File: src/rtl/hdmi_src_pkg.sv
// Shared types for the HDMI source scheduler: source/state encodings, colour-bar palette
// and the source rotation order.
package hdmi_src_pkg;

   typedef enum logic [1:0] {SRC_NOISE, SRC_CONSOLE, SRC_BARS} src_t;
   typedef enum logic {ST_BLANK, ST_SHOW} state_t;

   localparam logic [23:0] BAR_COLOUR [8] = '{
      24'hFFFFFF, 24'hFFFF00, 24'h00FFFF, 24'h00FF00,
      24'hFF00FF, 24'hFF0000, 24'h0000FF, 24'h000000
   };

   function automatic src_t next_src(input src_t s);
      case (s)
         SRC_NOISE:   return SRC_CONSOLE;
         SRC_CONSOLE: return SRC_BARS;
         default:     return SRC_NOISE;
      endcase
   endfunction

endpackage

File: src/rtl/hdmi_source_scheduler_if.sv
// Pixel-side bundle between raster/sources and the scheduler; the scheduler is the slave.
// Unregistered wires only; no flow control, one pixel per clk_pixel.
interface hdmi_source_scheduler_if;
   logic        locked;
   logic        btn_next;
   logic [9:0]  cx;
   logic [9:0]  cy;
   logic [23:0] noise_rgb;
   logic [23:0] console_rgb;
   logic [23:0] rgb;
   logic [1:0]  source_sel;
   logic [7:0]  codepoint;
   logic        frame_start;

   modport master (
      output locked, btn_next, cx, cy, noise_rgb, console_rgb,
      input  rgb, source_sel, codepoint, frame_start
   );

   modport slave (
      input  locked, btn_next, cx, cy, noise_rgb, console_rgb,
      output rgb, source_sel, codepoint, frame_start
   );
endinterface

File: src/rtl/btn_debounce.sv
// Button synchroniser + stability counter; one-cycle pulse once input held high DEBOUNCE_CYCLES.
// Latency: 2 sync stages plus DEBOUNCE_CYCLES; no backpressure, a long hold yields one pulse.
module btn_debounce #(
   parameter int DEBOUNCE_CYCLES = 742500
) (
   input  logic clk_pixel,
   input  logic rst,
   input  logic btn,
   output logic pulse
);
   localparam int CW = $clog2(DEBOUNCE_CYCLES + 1);
   localparam logic [CW-1:0] FULL = CW'(DEBOUNCE_CYCLES);
   localparam logic [CW-1:0] ARM  = CW'(DEBOUNCE_CYCLES - 1);

   logic          sync1;
   logic          sync2;
   logic [CW-1:0] cnt;

   always_ff @(posedge clk_pixel) begin
      if (rst) begin
         sync1 <= 1'b0;
         sync2 <= 1'b0;
         cnt   <= '0;
         pulse <= 1'b0;
      end else begin
         sync1 <= btn;
         sync2 <= sync1;
         // Counter saturates at FULL so a held button fires exactly once.
         if (!sync2)
            cnt <= '0;
         else if (cnt != FULL)
            cnt <= cnt + 1'b1;
         pulse <= sync2 && (cnt == ARM);
      end
   end
endmodule

File: src/rtl/hdmi_source_scheduler.sv
// Per-frame pixel source selection (noise/console/bars) with timer or button advance.
// Latency: rgb is one clk_pixel behind cx/cy; no backpressure, the raster free-runs.
module hdmi_source_scheduler
   import hdmi_src_pkg::*;
#(
   parameter int SCREEN_WIDTH    = 1280,
   parameter int SCREEN_HEIGHT   = 720,
   parameter int DWELL_FRAMES    = 300,
   parameter int DEBOUNCE_CYCLES = 742500
) (
   input logic                      clk_pixel,
   input logic                      rst,
   hdmi_source_scheduler_if.slave   bus
);
   localparam int DW_W = $clog2(DWELL_FRAMES + 1);
   localparam logic [DW_W-1:0] DWELL_LAST = DW_W'(DWELL_FRAMES - 1);
   localparam logic [9:0] WIDTH10  = 10'(SCREEN_WIDTH);
   localparam logic [9:0] HEIGHT10 = 10'(SCREEN_HEIGHT);
   localparam logic [9:0] BAR_W10  = 10'(SCREEN_WIDTH / 8);

   state_t          state;
   src_t            sel;
   logic [DW_W-1:0] dwell;
   logic            pending;
   logic            press;
   logic [23:0]     rgb_q;
   logic            fs_q;
   logic [7:0]      cp;
   logic [5:0]      prev_row;
   logic            fb;
   logic            active;
   logic [2:0]      bar_idx;
   logic [23:0]     pix;

   btn_debounce #(.DEBOUNCE_CYCLES(DEBOUNCE_CYCLES)) u_debounce (
      .clk_pixel (clk_pixel),
      .rst       (rst),
      .btn       (bus.btn_next),
      .pulse     (press)
   );

   assign fb      = (bus.cx == 10'd0) && (bus.cy == 10'd0);
   assign active  = (bus.cx < WIDTH10) && (bus.cy < HEIGHT10);
   assign bar_idx = 3'(bus.cx / BAR_W10);

   // Losing lock blanks the very next pixel, ahead of the state register catching up.
   always_comb begin
      pix = 24'h0;
      if (state == ST_SHOW && bus.locked && active) begin
         case (sel)
            SRC_NOISE:   pix = bus.noise_rgb;
            SRC_CONSOLE: pix = bus.console_rgb;
            SRC_BARS:    pix = BAR_COLOUR[bar_idx];
            default:     pix = 24'h0;
         endcase
      end
   end

   always_ff @(posedge clk_pixel) begin
      if (rst) begin
         state    <= ST_BLANK;
         sel      <= SRC_NOISE;
         dwell    <= '0;
         pending  <= 1'b0;
         rgb_q    <= 24'h0;
         fs_q     <= 1'b0;
         cp       <= 8'h30;
         prev_row <= 6'd0;
      end else begin
         rgb_q <= pix;
         fs_q  <= fb;

         if (bus.cy == 10'd0) begin
            cp       <= 8'h30;
            prev_row <= 6'd0;
         end else if (bus.cy[9:4] != prev_row) begin
            cp       <= cp + 8'd1;
            prev_row <= bus.cy[9:4];
         end

         if (state == ST_BLANK) begin
            if (fb && bus.locked)
               state <= ST_SHOW;
         end else begin
            if (!bus.locked) begin
               state   <= ST_BLANK;
               dwell   <= '0;
               pending <= 1'b0;
            end else if (fb) begin
               // A press landing on the boundary itself merges with pending/expiry.
               if (pending || press || dwell == DWELL_LAST) begin
                  sel     <= next_src(sel);
                  dwell   <= '0;
                  pending <= 1'b0;
               end else begin
                  dwell <= dwell + 1'b1;
               end
            end else if (press) begin
               pending <= 1'b1;
            end
         end
      end
   end

   assign bus.rgb         = rgb_q;
   assign bus.source_sel  = sel;
   assign bus.codepoint   = cp;
   assign bus.frame_start = fs_q;
endmodule
File: src/flat_wrapper.sv
// flat-port wrapper written by rule: the top's interface ports become plain ports
module hdmi_source_scheduler_flat import hdmi_src_pkg::*;
#(
   parameter int SCREEN_WIDTH    = 1280,
   parameter int SCREEN_HEIGHT   = 720,
   parameter int DWELL_FRAMES    = 300,
   parameter int DEBOUNCE_CYCLES = 742500
)
  (clk_pixel, rst, bus_locked, bus_btn_next, bus_cx, bus_cy, bus_noise_rgb, bus_console_rgb, bus_rgb, bus_source_sel, bus_codepoint, bus_frame_start);
  hdmi_source_scheduler_if bus_i ();
  input logic clk_pixel;
  input logic rst;
  input wire logic [$bits(bus_i.locked)-1:0] bus_locked;
  input wire logic [$bits(bus_i.btn_next)-1:0] bus_btn_next;
  input wire logic [$bits(bus_i.cx)-1:0] bus_cx;
  input wire logic [$bits(bus_i.cy)-1:0] bus_cy;
  input wire logic [$bits(bus_i.noise_rgb)-1:0] bus_noise_rgb;
  input wire logic [$bits(bus_i.console_rgb)-1:0] bus_console_rgb;
  output wire logic [$bits(bus_i.rgb)-1:0] bus_rgb;
  output wire logic [$bits(bus_i.source_sel)-1:0] bus_source_sel;
  output wire logic [$bits(bus_i.codepoint)-1:0] bus_codepoint;
  output wire logic [$bits(bus_i.frame_start)-1:0] bus_frame_start;
  assign bus_i.locked = bus_locked;
  assign bus_i.btn_next = bus_btn_next;
  assign bus_i.cx = bus_cx;
  assign bus_i.cy = bus_cy;
  assign bus_i.noise_rgb = bus_noise_rgb;
  assign bus_i.console_rgb = bus_console_rgb;
  assign bus_rgb = bus_i.rgb;
  assign bus_source_sel = bus_i.source_sel;
  assign bus_codepoint = bus_i.codepoint;
  assign bus_frame_start = bus_i.frame_start;
  hdmi_source_scheduler #(.SCREEN_WIDTH(SCREEN_WIDTH), .SCREEN_HEIGHT(SCREEN_HEIGHT), .DWELL_FRAMES(DWELL_FRAMES), .DEBOUNCE_CYCLES(DEBOUNCE_CYCLES)) u_core (.clk_pixel(clk_pixel), .rst(rst), .bus(bus_i));
endmodule
File: config.mk
export PLATFORM = sky130hd
export DESIGN_NAME = hdmi_source_scheduler_flat
export DESIGN_NICKNAME = d
export VERILOG_FILES = /design/src/rtl/hdmi_src_pkg.sv /design/src/rtl/hdmi_source_scheduler_if.sv /design/src/rtl/btn_debounce.sv /design/src/rtl/hdmi_source_scheduler.sv /design/src/flat_wrapper.sv
export SDC_FILE = /design/constraint.sdc
export NUM_CORES = 1
export LEC_CHECK = 0
export CORE_MARGIN = 8
export CORE_UTILIZATION = 30
export DETAILED_ROUTE_END_ITERATION = 10
export PLACE_DENSITY_LB_ADDON = 0.2
export SLEW_MARGIN = 20
export SYNTH_ARGS = -nofsm -noshare
export SYNTH_HDL_FRONTEND = slang
export SYNTH_SLANG_ARGS = --single-unit
File: constraint.sdc
create_clock -name clk_pixel -period 1.76 [get_ports clk_pixel]
set_input_delay 0.352 -clock clk_pixel [delete_from_list [all_inputs] [get_ports clk_pixel]]
set_output_delay 0.352 -clock clk_pixel [all_outputs]
set_load 0.1 [all_outputs]
==> flow_summary_export.csv, run 1 <==
group,metric,value,unit
yosys,ys_ff_latch,75,
place,place_congestion,0.819,
setup_path,crit_path_end_kind,"register",
yosys,ys_warn_count,0,
layout,syn2layout_area_growth,68.4,%
clock_network,htreeDepth,3,
yosys,synth_edf_count,0,
clock_network,tritoncts,"done",
setup_path,crit_fanout,8,
pwr,pwr-share-seq,41.6,%
route,wl_per_cell,14.8,um
pwr,pwr-share-comb,10.3,%
floorplanning,die_area,15400,um^2
route,dr.first_iter.drc_count,120,
place,dpl-instance-area,5420,um^2
grt,top_usage_layer,"met2",
grt,grt_pass1_wl,16200,um
floorplanning,die_y,124,um
pwr,finalPower,0.00415,W
timing,fin_crit_sh,101,%
clock_network,root_buffer,"clkbuf_16",
grt,track_usage,13.6,%
timing,drv_slew,0,
yosys,synth_area_leaders,"dfxtp_1 (43%), mux2i_1 (8.0%), nor2_1 (6.8%)",
pwr,power_density,703,nW/um^2
clock_network,cts.clk_slew.worst_paths,0.06,ns
clock_network,clock_path_buffers,2,
route,ant_nets,0,
timing,grt_setup_unrepaired,"yes",
setup_path,start_kind,"register",
grt,grt_overflow,0,
pwr,p_int,0.00324,W
layout,layout.nets,610,
yosys,synth_area_per_cell,9.02,um^2
grt,grt_pass1_vias,3255,
yosys,synth_area_leader_cell,"dfxtp_1",
floorplanning,start_util,30.7,%
timing,maxSlewHeadroom,72.9,%
place,placed_cells,662,
clock_network,clkLatencyLatePin,0.34,ns
floorplanning,dieWidth,124,um
route,wl,10100,um
layout,drive_gt1_share,25.2,%
clock_network,numCtsBuffers,9,
timing,fmax,565,MHz
setup_path,path_class,"reg -> reg",
route,vias,3246,
timing,worst_slew_pin_slew,0.406,ns
yosys,synth-main-ff-cell,"dfxtp_1",
yosys,ys_seq_area_share,42.8,%
floorplanning,rows,39,
clock_network,ctsHoldBuffers,0,
floorplanning,core,11400,um^2
yosys,ys_types,49,
status,violations,"setup timing",
grt,use_met3,6.89,%
timing,timing.final.crit_period,1.77,ns
pwr,cellLeakagePower,2.29,nW
yosys,async_flop_share,0,%
yosys,synth_cells,389,
place,io_buffers,106,
setup_path,arrival,2.00,ns
layout,stdcell_count,682,
status,status,"finished with violations",
grt,grt_max_degree,30,
timing,setup_viol,2,
pwr,ir_worst_vdd,821,uV
grt,met2_usage,21.9,%
route,first_pass_iters,4,
place,dp_slack,-0.533,ns
yosys,synth_common_cells,"dfxtp_1 (75), nor2_1 (64), mux2i_1 (28), o21a_1 (25), xor2_1 (18)",
grt,grtUsageMet1,14.8,%
pwr,switching_share,22.0,%
grt,antenna_found_initial,0,
run,maxCapViolations,0,
pwr,switching_power,0.000916,W
setup_path,cp.required,1.99,ns
layout,fin_area,5910,um^2
layout,fill_cells,1081,
yosys,synth.most_common_cell,"dfxtp_1",
place,hpwl,7620,um
timing,fin_ws,-0.00935,ns
pwr,clkPwrFrac,48.0,%
yosys,synth_fp_nets,465,
timing,skew,0.0113,ns
yosys,netlist.area_leader.share,42.8,%
route,viasPerCell,4.76,
yosys,synth_area,3510,um^2
layout,diodes,0,
timing,finalHoldViolCount,0,
min_path,hp-class,"in -> reg",
layout,final_core_util,51.7,%
floorplanning,ios,107,
clock_network,cts.sinks,75,
route,remaining_drc_errors,0,
==> what timing repair did <==
action | 4_1_cts | 5_1_grt
endpoints found under the setup margin | 14 | 37
buffers inserted | 1 | 4
pin swaps | 12 | 20
gates resized for setup | 20 | 35
gates cloned | 0 | 0
==> state kept, by name (all words and copies together) (netlist names), 2 cells and up <==
| name | count |
|---|---|
| u_core.bus.rgb | 24 |
| u_core.u_debounce.cnt | 20 |
| u_core.dwell | 9 |
| u_core.bus.codepoint | 8 |
| u_core.prev_row | 6 |
| u_core.bus.source_sel | 2 |
==> kinds of logic (layout without fill, tap and decap cells) <==
| logic type | count (synthesis) | count (layout) | share of synthesized area (%) |
|---|---|---|---|
| AOI/OAI and AO/OA | 67 | 67 | 13.4 |
| DFF | 75 | 75 | 42.8 |
| xor gates and xnor gates | 28 | 28 | 6.99 |
| muxes | 28 | 28 | 7.99 |
| adders and majority gates | 4 | 4 | 1.43 |
| buffers and inverters | 22 | 172 | 2.43 |
| and+or+nand+nor | 165 | 165 | 24.9 |
==> final cells by class <==
cell class              instances  area, um^2  area share (%)
multi-input cells             292        2090            35.3
clock inverters                 4        73.8            1.25
well taps                     143         179            3.03
flip-flops and latches         75        1520            25.7
clock buffers                  12         246            4.17
inverters                       5        18.8           0.318
repair buffers                151        1780            30.2
==> critical path: stages, from the launching register on <==
cell	delay, ns
dfxtp_2	0.32
or4b_4	0.56
o211ai_1	0.26
buf_4	0.22
o21ai_1	0.08
a32o_1	0.22
==> per-stage QoR <==
step                      TNS [ns]  hold WS, ns
after detailed placement    -16.17        0.441
after CTS                        0        0.453
final                     -0.00938        0.397
after floorplan                  0        0.414
after global routing        -0.164        0.393
after global placement      -14.87        0.422
==> metal layers <==
metal | part of all wire, % | wire length, um
met1 | 42 | 4220
met2 | 47 | 4720
met3 | 10 | 1010
met4 | 1.4 | 146
met5 | 0 | 0
==> cells in the final DEF, fill, tap and decap left out, types with 5 or more instances in the layout <==
cell             count
and3_1               7
xnor2_1             10
a21oi_2              5
nand2_1             16
dlymetal6s2s_1       6
dlygate4sd2_1        7
buf_12              37
o21a_1              24
a21oi_1             12
nand3_1             13
nor2_1              62
xor2_1              18
nor3_1               6
clkbuf_16            9
dfxtp_1             64
inv_1                5
mux2i_1             28
nor2b_1             16
buf_4               40
dfxtp_2              9
clkdlybuf4s50_1     54
nand2b_1             8
==> power groups by stage <==
stage	Combinational, W	Clock [W]	Sequential (W)
global route	0.000462	0.00212	0.00173
finish	0.000428	0.00200	0.00173
CTS	0.000423	0.00206	0.00173
detailed placement	0.000429	0	0.00177
global placement	0.000423	0	0.00177
floorplan	0.000109	0	0.00181
==> path summary, 6_finish.rpt <==
| path | start | to | slack, ns | cells after the start |
|---|---|---|---|---|
| worst max-delay path | u_core.dwell[6] | u_core.dwell[5] | -0.009 | 5 |
| worst min-delay path | bus_cy[5] | u_core.prev_row[1] | 0.40 | 2 |
| worst max register to register | u_core.dwell[6] | u_core.dwell[5] | -0.009 | 5 |
| worst min register to register | u_core.u_debounce.sync1 | u_core.u_debounce.sync2 | 0.45 | 1 |
No activity file was read; power rests on OpenSTA's default activity.
==> run 2, diff against run 1 <==
--- a/config.mk
+++ b/config.mk
@@ -9,6 +9,7 @@
 export CORE_UTILIZATION = 30
 export DETAILED_ROUTE_END_ITERATION = 10
 export PLACE_DENSITY_LB_ADDON = 0.2
+export RECOVER_POWER = 100
 export SLEW_MARGIN = 20
 export SYNTH_ARGS = -nofsm -noshare
 export SYNTH_HDL_FRONTEND = slang
==> flow_summary_export.csv, run 2 (synthesis results as in run 1) <==
group,metric,value,unit
layout,drive_gt1_share,25.2,%
place,io_buffers,106,
route,ant_nets,0,
timing,skew,0.0113,ns
clock_network,cts.sinks,75,
clock_network,numCtsBuffers,9,
status,violations,"setup timing",
grt,track_usage,13.6,%
route,wl,10100,um
grt,grt_pass1_vias,3255,
layout,fill_cells,1081,
min_path,worstHoldStart,"bus_cy[5]",
layout,layout.nets,610,
clock_network,clkLatencyLatePin,0.34,ns
clock_network,ctsHoldBuffers,0,
min_path,hp-class,"in -> reg",
floorplanning,die_area,15400,um^2
clock_network,tritoncts,"done",
clock_network,htreeDepth,3,
place,placed_cells,662,
timing,grt_setup_unrepaired,"yes",
setup_path,crit_path_end_kind,"register",
grt,antenna_found_initial,0,
layout,largest_reg_flops,24,
timing,fmax,565,MHz
timing,maxSlewHeadroom,72.9,%
pwr,cellLeakagePower,2.29,nW
timing,drv_slew,0,
setup_path,arrival,2.00,ns
layout,diodes,0,
timing,setup_viol,2,
route,vias,3245,
clock_network,cts.clk_slew.worst_paths,0.06,ns
place,hpwl,7620,um
setup_path,r2r_end,"u_core.dwell[5]",
pwr,ir_worst_vdd,821,uV
layout,final_core_util,51.7,%
route,remaining_drc_errors,0,
grt,grt_overflow,0,
setup_path,r2r_slack,-0.009,ns
run,maxCapViolations,0,
layout,stdcell_count,682,
timing,fin_ws,-0.00922,ns
grt,grt_pass1_wl,16200,um
setup_path,reg2reg_from,"u_core.dwell[6]",
timing,fin_crit_sh,101,%
floorplanning,ios,107,
layout,layout_commonest_cell,"dfxtp_1",
timing,finalHoldViolCount,0,
route,dr.first_iter.drc_count,120,
setup_path,path_class,"reg -> reg",
route,viasPerCell,4.76,
setup_path,start_kind,"register",
place,place_congestion,0.819,
route,wl_per_cell,14.8,um
floorplanning,core,11400,um^2
floorplanning,dieWidth,124,um
floorplanning,rows,39,
clock_network,root_buffer,"clkbuf_16",
layout,syn2layout_area_growth,68.4,%
status,status,"finished with violations",
layout,fin_area,5910,um^2
pwr,power_density,703,nW/um^2
floorplanning,start_util,30.7,%
place,dpl-instance-area,5420,um^2
grt,grt_max_degree,30,
setup_path,cp.required,1.99,ns
timing,timing.final.crit_period,1.77,ns
setup_path,crit_fanout,8,
route,first_pass_iters,4,
floorplanning,die_y,124,um
min_path,worstHoldPathCells,2,
setup_path,r2r_cells,5,
timing,worst_slew_pin_slew,0.406,ns
layout,final_cell_mix,"dfxtp_1 (64), nor2_1 (62), clkdlybuf4s50_1 (54), buf_4 (39), buf_12 (37)",
clock_network,clock_path_buffers,2,
min_path,min_to,"u_core.prev_row[1]",
[run 2: cell count changes in the layout (fill, tap and decap cells not counted), sizes merged]
cell / previous run / this run
buf: 80 / 79
clkbuf: 14 / 15
[run 2: timing repair]
action / CTS / global route
gates resized for setup: 20 / 35
endpoints found under the setup margin: 14 / 37
setup buffers: 1 / 4
pin swaps: 12 / 20
[run 2: critical path, cell delays in order (launching register included)]
cell,delay [ns]
dfxtp_2,0.32
or4b_4,0.56
o211ai_1,0.26
buf_4,0.22
o21ai_1,0.08
a32o_1,0.22
[run 2: cell type report]
cell class	instances	area, um^2	share of cell area, %
Clock buffer	12	246	4.17
Clock inverter	4	73.8	1.25
Inverter	5	18.8	0.318
Multi-Input combinational cell	292	2090	35.3
Sequential cell	75	1520	25.7
Tap cell	143	179	3.03
Timing Repair Buffer	151	1780	30.2
[run 2: layer usage]
metal | track usage (%) | routed length, um | vias up
li1 | - | - | 1652
met1 | 14.8 | 4230 | 1497
met2 | 21.9 | 4730 | 83
met3 | 6.89 | 992 | 13
met4 | 6.02 | 146 | 0
met5 | 0 | 0 | -
[run 2: report_power, final]
| group | internal, W | total, W | switching (W) |
|---|---|---|---|
| sequential | 0.00171 | 0.00173 | 0.0000163 |
| combinational | 0.000244 | 0.000428 | 0.000185 |
| clock | 0.00128 | 0.00200 | 0.000715 |
[run 2: worst max-delay path by stage]
stage	startpoint	endpoint	cells after the start
floorplan	u_core.dwell[2]	u_core.dwell[5]	4
global placement	bus_cx[6]	u_core.dwell[1]	8
detailed placement	bus_cx[6]	u_core.dwell[1]	8
CTS	bus_cx[4]	u_core.dwell[8]	7
global route	u_core.dwell[6]	u_core.dwell[8]	6
finish	u_core.dwell[6]	u_core.dwell[5]	5
[run 2: per-stage QoR]
stage	TNS [ns]	hold slack, ns	worst slack [ns]	power [W]
2_1_floorplan	0	0.414	0.0309	0.00192
3_3_place_gp	-14.87	0.422	-0.494	0.00219
3_5_place_dp	-16.17	0.441	-0.533	0.00220
4_1_cts	0	0.453	0.00744	0.00421
5_1_grt	-0.164	0.393	-0.0499	0.00431
6_report	-0.00922	0.397	-0.00922	0.00415
==> run 3, diff against run 2 <==
--- a/config.mk
+++ b/config.mk
@@ -5,6 +5,7 @@
 export SDC_FILE = /design/constraint.sdc
 export NUM_CORES = 1
 export LEC_CHECK = 0
+export CAP_MARGIN = 5
 export CORE_MARGIN = 8
 export CORE_UTILIZATION = 30
 export DETAILED_ROUTE_END_ITERATION = 10
==> results of run 3 <==
Final layout, timing and power as in run 2 (identical DEF).
